$ cat src/rtl/async_fifo_wr_arbiter.sv
// rtl/async_fifo_wr_arbiter.sv - round-robin burst arbiter for the write port of an async FIFO
module async_fifo_wr_arbiter #(
  parameter int NUM_REQ      = 4,
  parameter int DATA_WIDTH   = 16,
  parameter int MAX_BURST    = 4,
  parameter int HOLD_TIMEOUT = 8,
  localparam int IDW = $clog2(NUM_REQ),
  localparam int BCW = $clog2(MAX_BURST + 1),
  localparam int ICW = $clog2(HOLD_TIMEOUT + 1)
) (
  input  logic                          wr_clk,
  input  logic                          wr_rst_n,
  input  logic [NUM_REQ-1:0]            req_valid,
  input  logic [NUM_REQ-1:0]            req_last,
  input  logic [NUM_REQ*DATA_WIDTH-1:0] req_data,
  output logic [NUM_REQ-1:0]            req_ready,
  input  logic                          fifo_full,
  output logic                          fifo_wr_en,
  output logic [DATA_WIDTH-1:0]         fifo_wr_data,
  output logic                          grant_valid,
  output logic [IDW-1:0]                grant_id,
  output logic                          burst_done
);

  typedef enum logic {IDLE, BURST} state_t;

  state_t          state_q, state_d;
  logic [IDW-1:0]  rr_ptr_q, rr_ptr_d;
  logic [IDW-1:0]  grant_id_q, grant_id_d;
  logic [BCW-1:0]  beat_cnt_q, beat_cnt_d;
  logic [ICW-1:0]  idle_cnt_q, idle_cnt_d;
  logic            burst_done_q, burst_done_d;

  logic            pick_found;
  logic [IDW-1:0]  pick_idx;
  int              scan_idx;
  logic            beat;
  logic            release_grant;

  logic [DATA_WIDTH-1:0] data_arr [NUM_REQ];

  for (genvar i = 0; i < NUM_REQ; i++) begin : g_unpack
    assign data_arr[i] = req_data[i*DATA_WIDTH +: DATA_WIDTH];
  end

  assign grant_valid = (state_q == BURST);
  assign grant_id    = grant_id_q;
  assign burst_done  = burst_done_q;

  // Round-robin scan: first valid requester after the last one served.
  always_comb begin
    pick_found = 1'b0;
    pick_idx   = '0;
    scan_idx   = 0;
    for (int off = 1; off <= NUM_REQ; off++) begin
      scan_idx = int'(rr_ptr_q) + off;
      if (scan_idx >= NUM_REQ) scan_idx = scan_idx - NUM_REQ;
      if (!pick_found && req_valid[IDW'(scan_idx)]) begin
        pick_found = 1'b1;
        pick_idx   = IDW'(scan_idx);
      end
    end
  end

  // Next-state and combinational handshake/data path to the FIFO.
  always_comb begin
    state_d       = state_q;
    rr_ptr_d      = rr_ptr_q;
    grant_id_d    = grant_id_q;
    beat_cnt_d    = beat_cnt_q;
    idle_cnt_d    = idle_cnt_q;
    burst_done_d  = 1'b0;
    req_ready     = '0;
    fifo_wr_en    = 1'b0;
    fifo_wr_data  = '0;
    beat          = 1'b0;
    release_grant = 1'b0;
    case (state_q)
      IDLE: begin
        if (pick_found) begin
          grant_id_d = pick_idx;
          rr_ptr_d   = pick_idx;
          state_d    = BURST;
        end
      end
      BURST: begin
        req_ready[grant_id_q] = ~fifo_full;
        beat                  = req_valid[grant_id_q] & ~fifo_full;
        fifo_wr_en            = beat;
        fifo_wr_data          = data_arr[grant_id_q];
        if (beat) begin
          idle_cnt_d = '0;
          if (req_last[grant_id_q] || (beat_cnt_q == BCW'(MAX_BURST - 1))) begin
            release_grant = 1'b1;
          end else begin
            beat_cnt_d = beat_cnt_q + BCW'(1);
          end
        end else if (!req_valid[grant_id_q]) begin
          // A stall (full with valid held) keeps both counters frozen.
          if (idle_cnt_q == ICW'(HOLD_TIMEOUT - 1)) begin
            release_grant = 1'b1;
          end else begin
            idle_cnt_d = idle_cnt_q + ICW'(1);
          end
        end
        if (release_grant) begin
          state_d      = IDLE;
          beat_cnt_d   = '0;
          idle_cnt_d   = '0;
          burst_done_d = 1'b1;
        end
      end
      default: state_d = IDLE;
    endcase
  end

  // State registers; reset abandons any partial burst.
  always_ff @(posedge wr_clk or negedge wr_rst_n) begin
    if (!wr_rst_n) begin
      state_q      <= IDLE;
      rr_ptr_q     <= IDW'(NUM_REQ - 1);
      grant_id_q   <= '0;
      beat_cnt_q   <= '0;
      idle_cnt_q   <= '0;
      burst_done_q <= 1'b0;
    end else begin
      state_q      <= state_d;
      rr_ptr_q     <= rr_ptr_d;
      grant_id_q   <= grant_id_d;
      beat_cnt_q   <= beat_cnt_d;
      idle_cnt_q   <= idle_cnt_d;
      burst_done_q <= burst_done_d;
    end
  end

endmodule

$ cat config.mk
export PLATFORM = sky130hd
export DESIGN_NAME = async_fifo_wr_arbiter
export DESIGN_NICKNAME = d
export VERILOG_FILES = /design/src/rtl/async_fifo_wr_arbiter.sv
export SDC_FILE = /design/constraint.sdc
export NUM_CORES = 1
export LEC_CHECK = 0
export CAP_MARGIN = 5
export CORE_MARGIN = 1
export CORE_UTILIZATION = 30
export DETAILED_ROUTE_END_ITERATION = 10
export PLACE_DENSITY_LB_ADDON = 0.08
export SETUP_SLACK_MARGIN = 0.3
export SLEW_MARGIN = 25
export SYNTH_ARGS = -nofsm -noshare
export SYNTH_HDL_FRONTEND = slang
export SYNTH_SLANG_ARGS = --single-unit
$ cat constraint.sdc
create_clock -name wr_clk -period 2.2 [get_ports wr_clk]
set_input_delay 0.44 -clock wr_clk [delete_from_list [all_inputs] [get_ports wr_clk]]
set_output_delay 0.44 -clock wr_clk [all_outputs]
set_load 0.02 [all_outputs]
==> out/qor.tcl <==
set qor(globalRouteOverflowTotal) 0
set qor(pre_cts_ws_ns) -0.321
set qor(layout.core_utilization) 0.649
set qor(die_x_um) 68.1
set qor(row_count) 23
set qor(finalCritPeriodShare) 0.957
set qor(synthArstFlopShare) 1.00
set qor(timing.critical_path.fanout_max) 6
set qor(cell_count_post_placement) 280
set qor(share_of_final_layout_standard_cells_stronger_than_drive_strength_1) 0.382
set qor(syn-num-nets) 199
set qor(number_of_antenna_violations_at_the_first_check_in_global_routing) 0
set qor(worstSetupEndpointType) {primary output}
set qor(critPathMaxStageDelay_ns) 0.49
set qor(drt_drc_violations_left) 0
set qor(synth-seq-cells) 13
set qor(area_growth_syn_to_layout_pct) 102
set qor(crit_chain) {buf_6 -> buf_12 -> mux4_2 -> and2_4 -> buf_6}
set qor(timing.clock.skew_ns) 0.00111
set qor(regToRegSetupSlack_ns) 0.22
set qor(crit_path_frequent_cell) {sky130_fd_sc_hd__buf_6}
set qor(design.die.area_mm2) 0.00463
set qor(num-nets-final) 317
set qor(hold_slack_ns) 0.474
set qor(global_route_wire_length_before_repair_um) 6520
set qor(initial_utilization) 0.321
set qor(cts.clk_slew.worst_paths_ns) 0.05
set qor(io_buf_count) 99
set qor(synth.lib_cells_used.distinct) 36
set qor(gr-usage-all-layers) 0.190
set qor(die_h_um) 68.1
set qor(worst_skew_pair.late_latency_ns) 0.25
set qor(wirelength_um) 4530
set qor(hpwlAfterDp_um) 3640
set qor(gp_congestion) 0.731
set qor(count_of_clock_tree_sinks) 13
set qor(first_global_vias) 1395
set qor(synth_flop_cell) {sky130_fd_sc_hd__dfrtp_1}
set qor(finalHoldViolations) 0
set qor(routed_via_density) 5.04
set qor(cts_buffers) 3
set qor(setup_slack_ns) 0.0939
set qor(cts.htree.levels) 1
set qor(worstHoldPathType) {reg -> reg}
set qor(synth.cell_area_mm2) 0.00131
set qor(max_clock_freq_mhz) 475
set qor(crit_required_ns) 1.76
set qor(drt_first_pass_iters) 4
set qor(crit_path_top_delay_cell) {sky130_fd_sc_hd__mux4_2}
set qor(insertedDiodeCount) 0
set qor(status) {complete, no violations}
set qor(start_kind) {flip-flop}
set qor(number_of_enable_type_register_cells_in_the_synthesized_netlist) 0
set qor(final_period_minus_worst_setup_slack_ns) 2.11
set qor(tritoncts) {built}
set qor(setup-violations-final) 0
set qor(core_area_mm2) 0.00409
set qor(antenna_violating_nets_post_route) 0
set qor(slew_headroom) 0.618
set qor(final_cells) 288
set qor(power_density_mw_per_mm2) 1210
set qor(final_total_negative_setup_slack_ns) 0
set qor(cts.path.max_buffers) 2
set qor(route.vias.total) 1451
set qor(final_max_slew_viol_count) 0
set qor(io_pins) 100
set qor(max_cap_check_violation_count) 0
set qor(worst_pin_slew_ns) 0.572
set qor(drt-wirelength-per-cell_um) 15.7
set qor(syn_avg_cell_area_um2) 10.8
set qor(vdd.ir_drop.worst_mv) 0.565
set qor(crit_arrival_ns) 1.67
set qor(yosys_warnings) 0
set qor(synth-seq-area-share) 0.250
set qor(grt_setup_unrepaired) {yes}
set qor(ctsRootBufferMaster) {sky130_fd_sc_hd__clkbuf_8}
set qor(cts_hold_buf) 0
set qor(first_iter_violations) 41
set qor(maximum_number_of_pins_on_one_net_before_global_route_repair) 15
set qor(worstSetupPathType) {reg -> out}
set qor(synthCells) 121
set qor(cellLeakagePower_uw) 0.00114
[routing by layer]
metal	wire length (µm)	GRT usage	part of all wire
met5	0	0	0
met4	44	0.0313	0.0097
met3	341	0.0533	0.075
met2	2380	0.336	0.52
met1	1770	0.231	0.39
[report_power, final]
part,switching (µW),total (µW),internal [µW]
sequential,104,459,355
combinational,1040,2530,1490
clock,88.1,216,128
[synth_stat cells, drive strengths merged (3+ instances only)]
| library cell | instances | area, µm² |
|---|---|---|
| ha | 3 | 37.5 |
| o22ai | 5 | 31.3 |
| nand2b | 5 | 31.3 |
| dfrtp | 11 | 275 |
| or2 | 3 | 18.8 |
| nor2 | 3 | 11.3 |
| inv | 10 | 37.5 |
| mux4 | 18 | 405 |
| mux2i | 5 | 50.1 |
| nand2 | 4 | 15.0 |
| buf | 4 | 20.0 |
| clkbuf | 4 | 15.0 |
| and2 | 17 | 106 |
[worst paths after layout]
path,from,end,cells past startpoint
max in group asynchronous,wr_rst_n,grant_id[0],1
min in group asynchronous,wr_rst_n,beat_cnt_q[0],1
worst min-delay path,beat_cnt_q[0],beat_cnt_q[0],1
worst max register to register,grant_id[0],beat_cnt_q[0],6
worst min register to register,beat_cnt_q[0],beat_cnt_q[0],1
worst max-delay path,grant_id[0],fifo_wr_data[11],5
[layout make-up]
cell class / instances / area [µm²]
fill: 331 / 1440
timing repair buffer: 121 / 1210
multi-input combinational: 90 / 961
sequential: 13 / 329
tap: 50 / 62.6
clock buffer: 4 / 45.0
inverter: 10 / 37.5
[worst max-delay path: cells and delay by family (launching register included)]
family	cells	cell delay, ns
buf+inv	3	0.39
flops	1	0.38
mux	1	0.49
simple gates	1	0.15
[state kept, by name (all words and copies together) (netlist names)]
| name | flops |
|---|---|
| beat_cnt_q | 3 |
| burst_done | 1 |
| grant_id | 2 |
| grant_valid | 1 |
| idle_cnt_q | 4 |
| rr_ptr_q | 2 |
[logic make-up after synthesis]
family / Yosys count / share of synthesized area
xor gates and xnor gates: 1 / 0.00669
adders and majority gates: 3 / 0.0287
DFF: 13 / 0.250
muxes: 24 / 0.356
buffers and inverters: 18 / 0.0554
AOI/OAI and AO/OA: 20 / 0.109
and+or+nand+nor: 42 / 0.194
[metrics by stage]
step	instance area, µm²	total power (µW)
after floorplan	1350	1820
after global placement	2510	2670
after detailed placement	2510	2730
after CTS	2640	3240
after global routing	2650	3420
final	2650	3200
[placed cells by master (no fill, tap or decap), types with 2 or more instances in the layout]
master	synthesis	layout
sky130_fd_sc_hd__mux2i_1	5	5
sky130_fd_sc_hd__o21ai_0	2	2
sky130_fd_sc_hd__o22ai_1	5	4
sky130_fd_sc_hd__buf_12	0	2
sky130_fd_sc_hd__nand3b_1	2	2
sky130_fd_sc_hd__and2_4	0	17
sky130_fd_sc_hd__dlymetal6s2s_1	0	2
sky130_fd_sc_hd__a21o_1	2	2
sky130_fd_sc_hd__mux4_2	18	18
sky130_fd_sc_hd__buf_2	1	4
sky130_fd_sc_hd__o31ai_1	2	2
sky130_fd_sc_hd__clkdlybuf4s50_1	0	70
sky130_fd_sc_hd__dfrtp_1	11	10
sky130_fd_sc_hd__dfstp_2	2	2
sky130_fd_sc_hd__or2_2	2	2
sky130_fd_sc_hd__dlygate4sd2_1	0	6
sky130_fd_sc_hd__nor2_1	3	3
sky130_fd_sc_hd__inv_1	10	10
sky130_fd_sc_hd__a21boi_0	2	2
sky130_fd_sc_hd__buf_4	1	15
sky130_fd_sc_hd__a32oi_1	2	2
sky130_fd_sc_hd__nor3_1	2	2
sky130_fd_sc_hd__ha_1	3	3
sky130_fd_sc_hd__nand2b_1	5	5
sky130_fd_sc_hd__buf_6	0	21
sky130_fd_sc_hd__clkbuf_8	0	3
sky130_fd_sc_hd__nand2_1	4	4
[timing repair]
action	4_1_cts	5_1_grt
pin swaps	18	4
setup buffers	3	0
gates resized for setup	142	3
endpoints found under the hold margin	0	0
endpoints found under the setup margin	27	25
cloned	1	0
(Power assumes the default switching activity.)
